**config.mk**
```make
export PLATFORM = sky130hd
export DESIGN_NAME = probe_tracker
export DESIGN_NICKNAME = d
export VERILOG_FILES = /design/src/rtl/probe_tracker.sv
export SDC_FILE = /design/constraint.sdc
export NUM_CORES = 1
export LEC_CHECK = 0
export BUFFER_PORTS_ARGS = -buffer_cell sky130_fd_sc_hd__buf_2
export CAP_MARGIN = 20
export CORE_ASPECT_RATIO = 1.25
export CORE_MARGIN = 5
export CORE_UTILIZATION = 40
export CTS_CLUSTER_SIZE = 25
export DETAILED_ROUTE_END_ITERATION = 8
export GPL_TIMING_DRIVEN = 0
export PLACE_DENSITY = 0.57
export SKIP_LAST_GASP = 1
export SYNTH_ARGS = -nofsm -noshare
export SYNTH_HDL_FRONTEND = slang
export SYNTH_SLANG_ARGS = --single-unit
```
**constraint.sdc**
```tcl
create_clock -name clock -period 5.6 [get_ports clock]
set_input_delay 0.84 -clock clock [delete_from_list [all_inputs] [get_ports clock]]
set_output_delay 0.84 -clock clock [all_outputs]
set_load 0.02 [all_outputs]
```
**src/rtl/probe_tracker.sv**
```systemverilog
// probe_tracker
//   Tracks one probe per MSHR between the broadcast filter and the client.
//   A filter response either needs a probe (allocOH=1) or completes straight
//   away (allocOH=0). Probes go out on the B channel under round-robin
//   arbitration. Returning ProbeAcks are matched by address, and completions
//   are reported to the MSHRs as one-cycle pulses.
//
//   Optional build macro: PROBE_TRACKER_TIMEOUT_EN
//     When it is defined, every entry counts its cycles in WAIT. When the count
//     reaches TIMEOUT, the entry flags io_error and returns to ISSUE so the
//     probe is sent again. When it is undefined, WAIT lasts until a matching ack.
//
// Ports
//   clock, reset          : single clock; synchronous active-high reset
//   io_request_*          : filter response in (ready = target entry is IDLE)
//   io_probe_*            : B-channel probe out (param 2 = toN, 1 = toB)
//   io_ack_*              : C-channel ProbeAck in (always ready)
//   io_done_*             : registered one-cycle completion pulse + MSHR index
//   io_busy               : some entry is not IDLE
//   io_error              : sticky protocol error (unmatched/duplicate ack, timeout)
module probe_tracker #(
  parameter int MSHRS   = 4,
  parameter int MSHR_W  = 2,
  parameter int ADDR_W  = 33,
  parameter int TIMEOUT = 255
) (
  input  logic              clock,
  input  logic              reset,
  output logic              io_request_ready,
  input  logic              io_request_valid,
  input  logic [MSHR_W-1:0] io_request_bits_mshr,
  input  logic [ADDR_W-1:0] io_request_bits_address,
  input  logic              io_request_bits_allocOH,
  input  logic              io_request_bits_needT,
  input  logic              io_probe_ready,
  output logic              io_probe_valid,
  output logic [ADDR_W-1:0] io_probe_bits_address,
  output logic [1:0]        io_probe_bits_param,
  input  logic              io_ack_valid,
  output logic              io_ack_ready,
  input  logic [ADDR_W-1:0] io_ack_bits_address,
  output logic              io_done_valid,
  output logic [MSHR_W-1:0] io_done_bits_mshr,
  output logic              io_busy,
  output logic              io_error
);

  typedef enum logic [1:0] {
    ST_IDLE  = 2'd0,
    ST_ISSUE = 2'd1,
    ST_WAIT  = 2'd2,
    ST_DONE  = 2'd3
  } state_t;

  localparam logic [7:0] TIMEOUT_CNT = 8'(TIMEOUT);

  // Per-entry storage
  state_t            state_reg [MSHRS];
  logic [ADDR_W-1:0] addr_reg  [MSHRS];
  logic [MSHRS-1:0]  need_t_reg;

  // Arbiter state
  logic [MSHR_W-1:0] rr_ptr_reg;
  logic              lock_reg;
  logic [MSHR_W-1:0] lock_idx_reg;

  // Registered outputs
  logic              done_valid_reg;
  logic [MSHR_W-1:0] done_mshr_reg;
  logic              error_reg;

  // ------------------------------------------------------------------
  // Request side
  // ------------------------------------------------------------------
  logic req_fire;

  assign io_request_ready = (state_reg[io_request_bits_mshr] == ST_IDLE);
  assign req_fire         = io_request_valid && io_request_ready;

  // ------------------------------------------------------------------
  // Probe arbitration: round-robin from rr_ptr_reg. Once a probe has been
  // offered without being accepted, the grant is frozen so the B channel
  // sees a stable address and param until the handshake completes.
  // ------------------------------------------------------------------
  logic [MSHRS-1:0]  issue_vec;
  logic              rr_found;
  logic [MSHR_W-1:0] rr_idx;
  logic              grant_valid;
  logic [MSHR_W-1:0] grant_idx;
  logic [MSHR_W-1:0] grant_next_ptr;
  logic              probe_fire;

  always_comb begin
    for (int i = 0; i < MSHRS; i++) begin
      issue_vec[i] = (state_reg[i] == ST_ISSUE);
    end
  end

  always_comb begin
    rr_found = 1'b0;
    rr_idx   = '0;
    for (int k = 0; k < MSHRS; k++) begin
      if (!rr_found && issue_vec[(int'(rr_ptr_reg) + k) % MSHRS]) begin
        rr_found = 1'b1;
        rr_idx   = MSHR_W'((int'(rr_ptr_reg) + k) % MSHRS);
      end
    end
  end

  assign grant_valid    = lock_reg || rr_found;
  assign grant_idx      = lock_reg ? lock_idx_reg : rr_idx;
  assign grant_next_ptr = (grant_idx == MSHR_W'(MSHRS - 1)) ? '0 : grant_idx + 1'b1;
  assign probe_fire     = grant_valid && io_probe_ready;

  assign io_probe_valid        = grant_valid;
  assign io_probe_bits_address = addr_reg[grant_idx];
  assign io_probe_bits_param   = need_t_reg[grant_idx] ? 2'd2 : 2'd1;

  // ------------------------------------------------------------------
  // Ack matching: only WAIT entries can match. A duplicate match is an
  // error, but the lowest index still takes the ack.
  // ------------------------------------------------------------------
  logic              ack_any;
  logic              ack_multi;
  logic [MSHR_W-1:0] ack_idx;
  logic              ack_error;

  assign io_ack_ready = 1'b1;

  always_comb begin
    ack_any   = 1'b0;
    ack_multi = 1'b0;
    ack_idx   = '0;
    for (int i = 0; i < MSHRS; i++) begin
      if (io_ack_valid && state_reg[i] == ST_WAIT && addr_reg[i] == io_ack_bits_address) begin
        if (ack_any) begin
          ack_multi = 1'b1;
        end else begin
          ack_any = 1'b1;
          ack_idx = MSHR_W'(i);
        end
      end
    end
  end

  assign ack_error = io_ack_valid && (!ack_any || ack_multi);

  // ------------------------------------------------------------------
  // Completion select: lowest-index DONE entry
  // ------------------------------------------------------------------
  logic              done_found;
  logic [MSHR_W-1:0] done_idx;

  always_comb begin
    done_found = 1'b0;
    done_idx   = '0;
    for (int i = 0; i < MSHRS; i++) begin
      if (!done_found && state_reg[i] == ST_DONE) begin
        done_found = 1'b1;
        done_idx   = MSHR_W'(i);
      end
    end
  end

  // ------------------------------------------------------------------
  // WAIT timeout
  // ------------------------------------------------------------------
  logic [MSHRS-1:0] timeout_vec;
  logic             timeout_any;

`ifdef PROBE_TRACKER_TIMEOUT_EN
  logic [7:0] wait_cnt_reg [MSHRS];

  always_ff @(posedge clock) begin
    if (reset) begin
      for (int i = 0; i < MSHRS; i++) begin
        wait_cnt_reg[i] <= '0;
      end
    end else begin
      for (int i = 0; i < MSHRS; i++) begin
        if (probe_fire && grant_idx == MSHR_W'(i)) begin
          wait_cnt_reg[i] <= '0;
        end else if (state_reg[i] == ST_WAIT) begin
          wait_cnt_reg[i] <= wait_cnt_reg[i] + 8'd1;
        end
      end
    end
  end

  // A matching ack in the same cycle wins over the timeout.
  always_comb begin
    for (int i = 0; i < MSHRS; i++) begin
      timeout_vec[i] = (state_reg[i] == ST_WAIT) && (wait_cnt_reg[i] == TIMEOUT_CNT) &&
                       !(ack_any && ack_idx == MSHR_W'(i));
    end
  end
`else
  logic unused_timeout;

  assign unused_timeout = ^TIMEOUT_CNT;
  assign timeout_vec    = '0;
`endif

  assign timeout_any = |timeout_vec;

  // ------------------------------------------------------------------
  // Entry state, arbiter and output registers. Request, probe fire, ack
  // and completion always target entries in different states, so at most
  // one of them applies to any entry in a given cycle.
  // ------------------------------------------------------------------
  always_ff @(posedge clock) begin
    if (reset) begin
      for (int i = 0; i < MSHRS; i++) begin
        state_reg[i] <= ST_IDLE;
        addr_reg[i]  <= '0;
      end
      need_t_reg     <= '0;
      rr_ptr_reg     <= '0;
      lock_reg       <= 1'b0;
      lock_idx_reg   <= '0;
      done_valid_reg <= 1'b0;
      done_mshr_reg  <= '0;
      error_reg      <= 1'b0;
    end else begin
      for (int i = 0; i < MSHRS; i++) begin
        if (req_fire && io_request_bits_mshr == MSHR_W'(i)) begin
          addr_reg[i]   <= io_request_bits_address;
          need_t_reg[i] <= io_request_bits_needT;
          state_reg[i]  <= io_request_bits_allocOH ? ST_ISSUE : ST_DONE;
        end else if (probe_fire && grant_idx == MSHR_W'(i)) begin
          state_reg[i] <= ST_WAIT;
        end else if (ack_any && ack_idx == MSHR_W'(i)) begin
          state_reg[i] <= ST_DONE;
        end else if (timeout_vec[i]) begin
          state_reg[i] <= ST_ISSUE;
        end else if (done_found && done_idx == MSHR_W'(i)) begin
          state_reg[i] <= ST_IDLE;
        end
      end

      if (probe_fire) begin
        lock_reg   <= 1'b0;
        rr_ptr_reg <= grant_next_ptr;
      end else if (grant_valid) begin
        lock_reg     <= 1'b1;
        lock_idx_reg <= grant_idx;
      end

      done_valid_reg <= done_found;
      if (done_found) begin
        done_mshr_reg <= done_idx;
      end

      if (ack_error || timeout_any) begin
        error_reg <= 1'b1;
      end
    end
  end

  assign io_done_valid     = done_valid_reg;
  assign io_done_bits_mshr = done_mshr_reg;
  assign io_error          = error_reg;

  always_comb begin
    io_busy = 1'b0;
    for (int i = 0; i < MSHRS; i++) begin
      if (state_reg[i] != ST_IDLE) begin
        io_busy = 1'b1;
      end
    end
  end

endmodule

```
# Yosys cells after proc, flatten, opt, wreduce, memory -nomap -nowiden
# Memory sizes are Yosys's and may differ from the RTL's.
# Cells that the tools add are included.
[word_totals] regBits=13 latchBits=0 mem_bits_rw=140 rom_bits=0 out_inout_bits=43 elab_cells=275 memories=2
[classes] add_sub_neg=4 multipliers=0 div=0 order_cmp=5 eq_ne=28 shift=0 mux=146 bitwise=24 n_reduce_logical=56
[memory_table] name="addr_reg" depth=4 word_bits=33 rd=5 rd_ports_with_merged_regs=0 write_ports=4 line="59" text="logic [ADDR_W-1:0] addr_reg [MSHRS];"
[memory_table] name="state_reg" depth=4 word_bits=2 rd=5 rd_ports_with_merged_regs=0 write_ports=4 line="58" text="state_t state_reg [MSHRS];"
[op_table] cell="33-bit == test" count=4
[op_table] cell="33-bit 2-to-1 mux" count=4
[op_table] cell="1-bit 2-to-1 mux" count=107
[op_table] cell="2-bit 2-to-1 mux" count=30
[op_table] cell="1-bit logical AND" count=33
[op_table] cell="2-bit == test, second input constant" count=16
[op_table] cell="1-bit OR" count=20
[op_table] cell="2-bit by 1-bit == test with 1-bit output, second input constant" count=8
[op_table] cell="3-bit by 4-bit < comparator with 1-bit output, second input constant" count=3
[op_table] cell="1-bit binary-select mux with 2-bit select" count=5
[op_table] cell="2-bit logical NOT" count=5
[op_table] cell="2-bit nonzero test" count=4
[op_table] cell="2-bit OR reduction" count=4
[op_table] cell="1-bit logical NOT" count=7
[op_table] cell="2-bit by 3-bit < comparator with 1-bit output, second input constant" count=2
[op_table] cell="2-bit by 1-bit adder with 2-bit output, second input constant" count=2
[op_table] cell="2-bit adder, second input constant" count=2
[op_table] cell="1-bit AND, first input constant" count=3
[op_table] cell="1-bit logical OR" count=2
[op_table] cell="2-bit AND reduction" count=1
[op_table] cell="1-bit NOT" count=1

# Longest topological paths before layout
[logic_depth] word_depth=24 depth_mapped=11 depth_no_buf=10

# Worst setup path after synthesis
# No wires, ideal clock.
[synth_path] path_type="flip-flop to output port" start="mem state_reg[1][1] in the netlist's numbering" end="out io_probe_bits_address[0]" arrival_ps=2031 slack_ps=2729 stages_incl_launch_ff=9 n_path_buf=2 cell_sequence="edfxtp_1 nand2b_2 a21boi_1 o22a_1 o31a_2 buf_2 clkbuf_1 nand2_1 a31oi_1"
[synth_rtl] element="from (decl)" line="58"
[synth_rtl] element="to (decl)" line="37" text="output logic [ADDR_W-1:0] io_probe_bits_address,"

==> qor.txt <==
TritonCTS buffer count = 17
synth cell count leaders = 140 x edfxtp_1, 129 x xnor2_1, 103 x and3_1, 97 x nand2_1, 67 x and2_1
r2r endpoint = state_reg[3][1]
unrepaired setup endpoints after global routing = false
largest net degree at the start of global routing = 35
Starting Density = 0.409
worst-margin pin slew = 1.06 ns
maximum buffer depth of the clock tree = 2
post_cts resized = 0
crit share post-route = 0.726
core area = 0.0224 mm²
Max-Cap Viols = 0
post-synthesis sequential area ratio = 0.488
Max IR drop VDD = 246 µV
overall routed net length = 35900 µm
setup tns final = 0 ns
port bufs = 81
area delta synth->final = 15.6%
1st-iter DRT viols = 768
first-pass GRT wire length = 51300 µm
postcts setup bufs = 0
Highest Clock Rate = 0.246 GHz
reg2reg path depth = 9
power density over the cells = 339 mW/mm²
area share of the largest cell type after synthesis = 0.460
CP Class = register to output port
Die H = 179 µm
top-count cell post-synth = edfxtp_1
ys async rst share = 0
Crit path arrival time = 3.22 ns
Final Setup Violations = 0
number of flops mapped to enable cells by yosys = 140
Synth Instances = 902
Setup crit end = io_probe_bits_address[12]
crit path launch type = register
clock sinks = 153
critical path fanouts, max = 10
gp weighted congestion = 0.966
Pre-antenna DRT Iters = 5
GRT Overall Usage = 0.271
Filler cells = 2164
Reg clk slew, reported paths = 0.07 ns
cell taking the most area after synthesis = edfxtp_1
CP required = 4.76 ns
synth unique cells = 56
max reg flops = 132
CP endpoint kind = output port
drt wl/cell = 27.5 µm
Hold Buf Count CTS = 0
fin crit period = 4.06 ns
worst r2r src = state_reg[1][0]
CTS H-tree depth = 4
grt ovf = 0
hpwl dp = 27700 µm
Syn. warnings = 0
number of global-route vias before repair = 7655
Synthesized Nets = 978
FF+latch count, synth = 153
Top-Level Pins = 118
Die ar. = 0.0260 mm²
status = complete, no violations
DR vias = 7699
Pins Over Slew Limit = 0
Netlist Area Pre-Place = 0.00914 mm²
Final Hold Vio Count = 0
layout net count = 1082
clk root buf = clkbuf_16
CTS tree = yes
initial antenna violation count = 2
HP Start = need_t_reg[1]
die span in x = 145 µm
flop2flop setup slack = 2.77 ns
Row Count = 61
Syn Area/Cell = 10.1 µm²
share of cells above drive strength 1 = 0.154
worst setup path start = state_reg[1][1]
Via density = 5.89
slew margin rel. = 0.290
ys flop type = edfxtp_1
static leakage = 4.00 nW
ranking of synthesized cells by area = edfxtp_1 46%, xnor2_1 12%, and3_1 7.0%
Post-DRT Antenna Nets = 0
Util after Layout = 0.473
Skew-Pair Late Insertion Delay = 0.44 ns
Worst Hold Class = register to register
Layout Skew = 0.0200 ns
DR DRC count = 0
-- stage by stage --
step	hold WS, ns	power (mW)	worst slack [ns]	area [µm²]	instances
floorplan	0.424	2.00	2.73	9140	902
global placement	0.446	2.41	1.45	9900	1266
detailed placement	0.449	2.41	2.06	9980	1270
CTS	0.461	3.57	1.60	10600	1302
global route	0.498	3.69	1.42	10600	1302
finish	0.462	3.58	1.54	10600	1307
-- layer usage --
metal,vias to the layer above,routed length (µm),global-route usage
li1,3490,-,-
met1,3793,14300,0.325
met2,328,17700,0.475
met3,88,2160,0.0516
met4,0,1720,0.121
met5,-,0,0
-- critical path, stage by stage (launching register included) --
cell,delay [ns]
edfxtp_1,0.50
nand2b_2,0.24
a21boi_1,0.13
o22a_1,0.13
o31a_2,0.25
buf_2,0.37
clkbuf_1,0.53
nand2_1,0.11
a31oi_1,0.27
buf_2,0.22
-- worst min-delay path by stage --
| stage | cells past startpoint | to | slack, ns |
|---|---|---|---|
| finish | 2 | need_t_reg[1] | 0.46 |
| global route | 2 | need_t_reg[1] | 0.50 |
| CTS | 2 | need_t_reg[1] | 0.46 |
| detailed placement | 2 | need_t_reg[3] | 0.45 |
| global placement | 2 | need_t_reg[1] | 0.45 |
| floorplan | 2 | need_t_reg[3] | 0.42 |
-- cells by family after synthesis --
| group | Yosys count | share of synthesized area |
|---|---|---|
| and+or+nand+nor | 417 | 0.254 |
| DFF | 153 | 0.488 |
| xor gates and xnor gates | 133 | 0.127 |
| AOI/OAI and AO/OA | 99 | 0.0765 |
| buffers and inverters | 92 | 0.0435 |
| muxes | 6 | 0.00808 |
| adders and majority gates | 1 | 0.00137 |
| other | 1 | 0.000410 |
-- power by group --
part           internal [mW]  switching (mW)
clock network          0.663           0.517
registers               1.32          0.0574
logic                  0.311           0.707
total                   2.30            1.28
-- area by class of cell --
| type | count | area (µm²) | share of cell area |
|---|---|---|---|
| Sequential cell | 153 | 4460 | 0.422 |
| Multi-Input combinational cell | 657 | 4280 | 0.405 |
| Timing Repair Buffer | 85 | 480 | 0.0455 |
| Clock buffer | 20 | 437 | 0.0413 |
| Buffer | 85 | 370 | 0.0350 |
| Tap cell | 283 | 354 | 0.0335 |
| Clock inverter | 12 | 139 | 0.0131 |
| Inverter | 7 | 27.5 | 0.00260 |
| Antenna cell | 5 | 12.5 | 0.00118 |
-- placed cells by master (no fill, tap or decap), types with 16 or more instances in the layout --
master	count
edfxtp_1	140
xnor2_1	129
buf_2	103
and3_1	103
nand2_1	95
and2_1	67
nand4_1	58
clkbuf_1	57
a211oi_1	36
a31oi_1	35
nor2_1	21
clkbuf_16	17
nor3_1	16
Note: power is estimated with default switching activity, not from simulation.
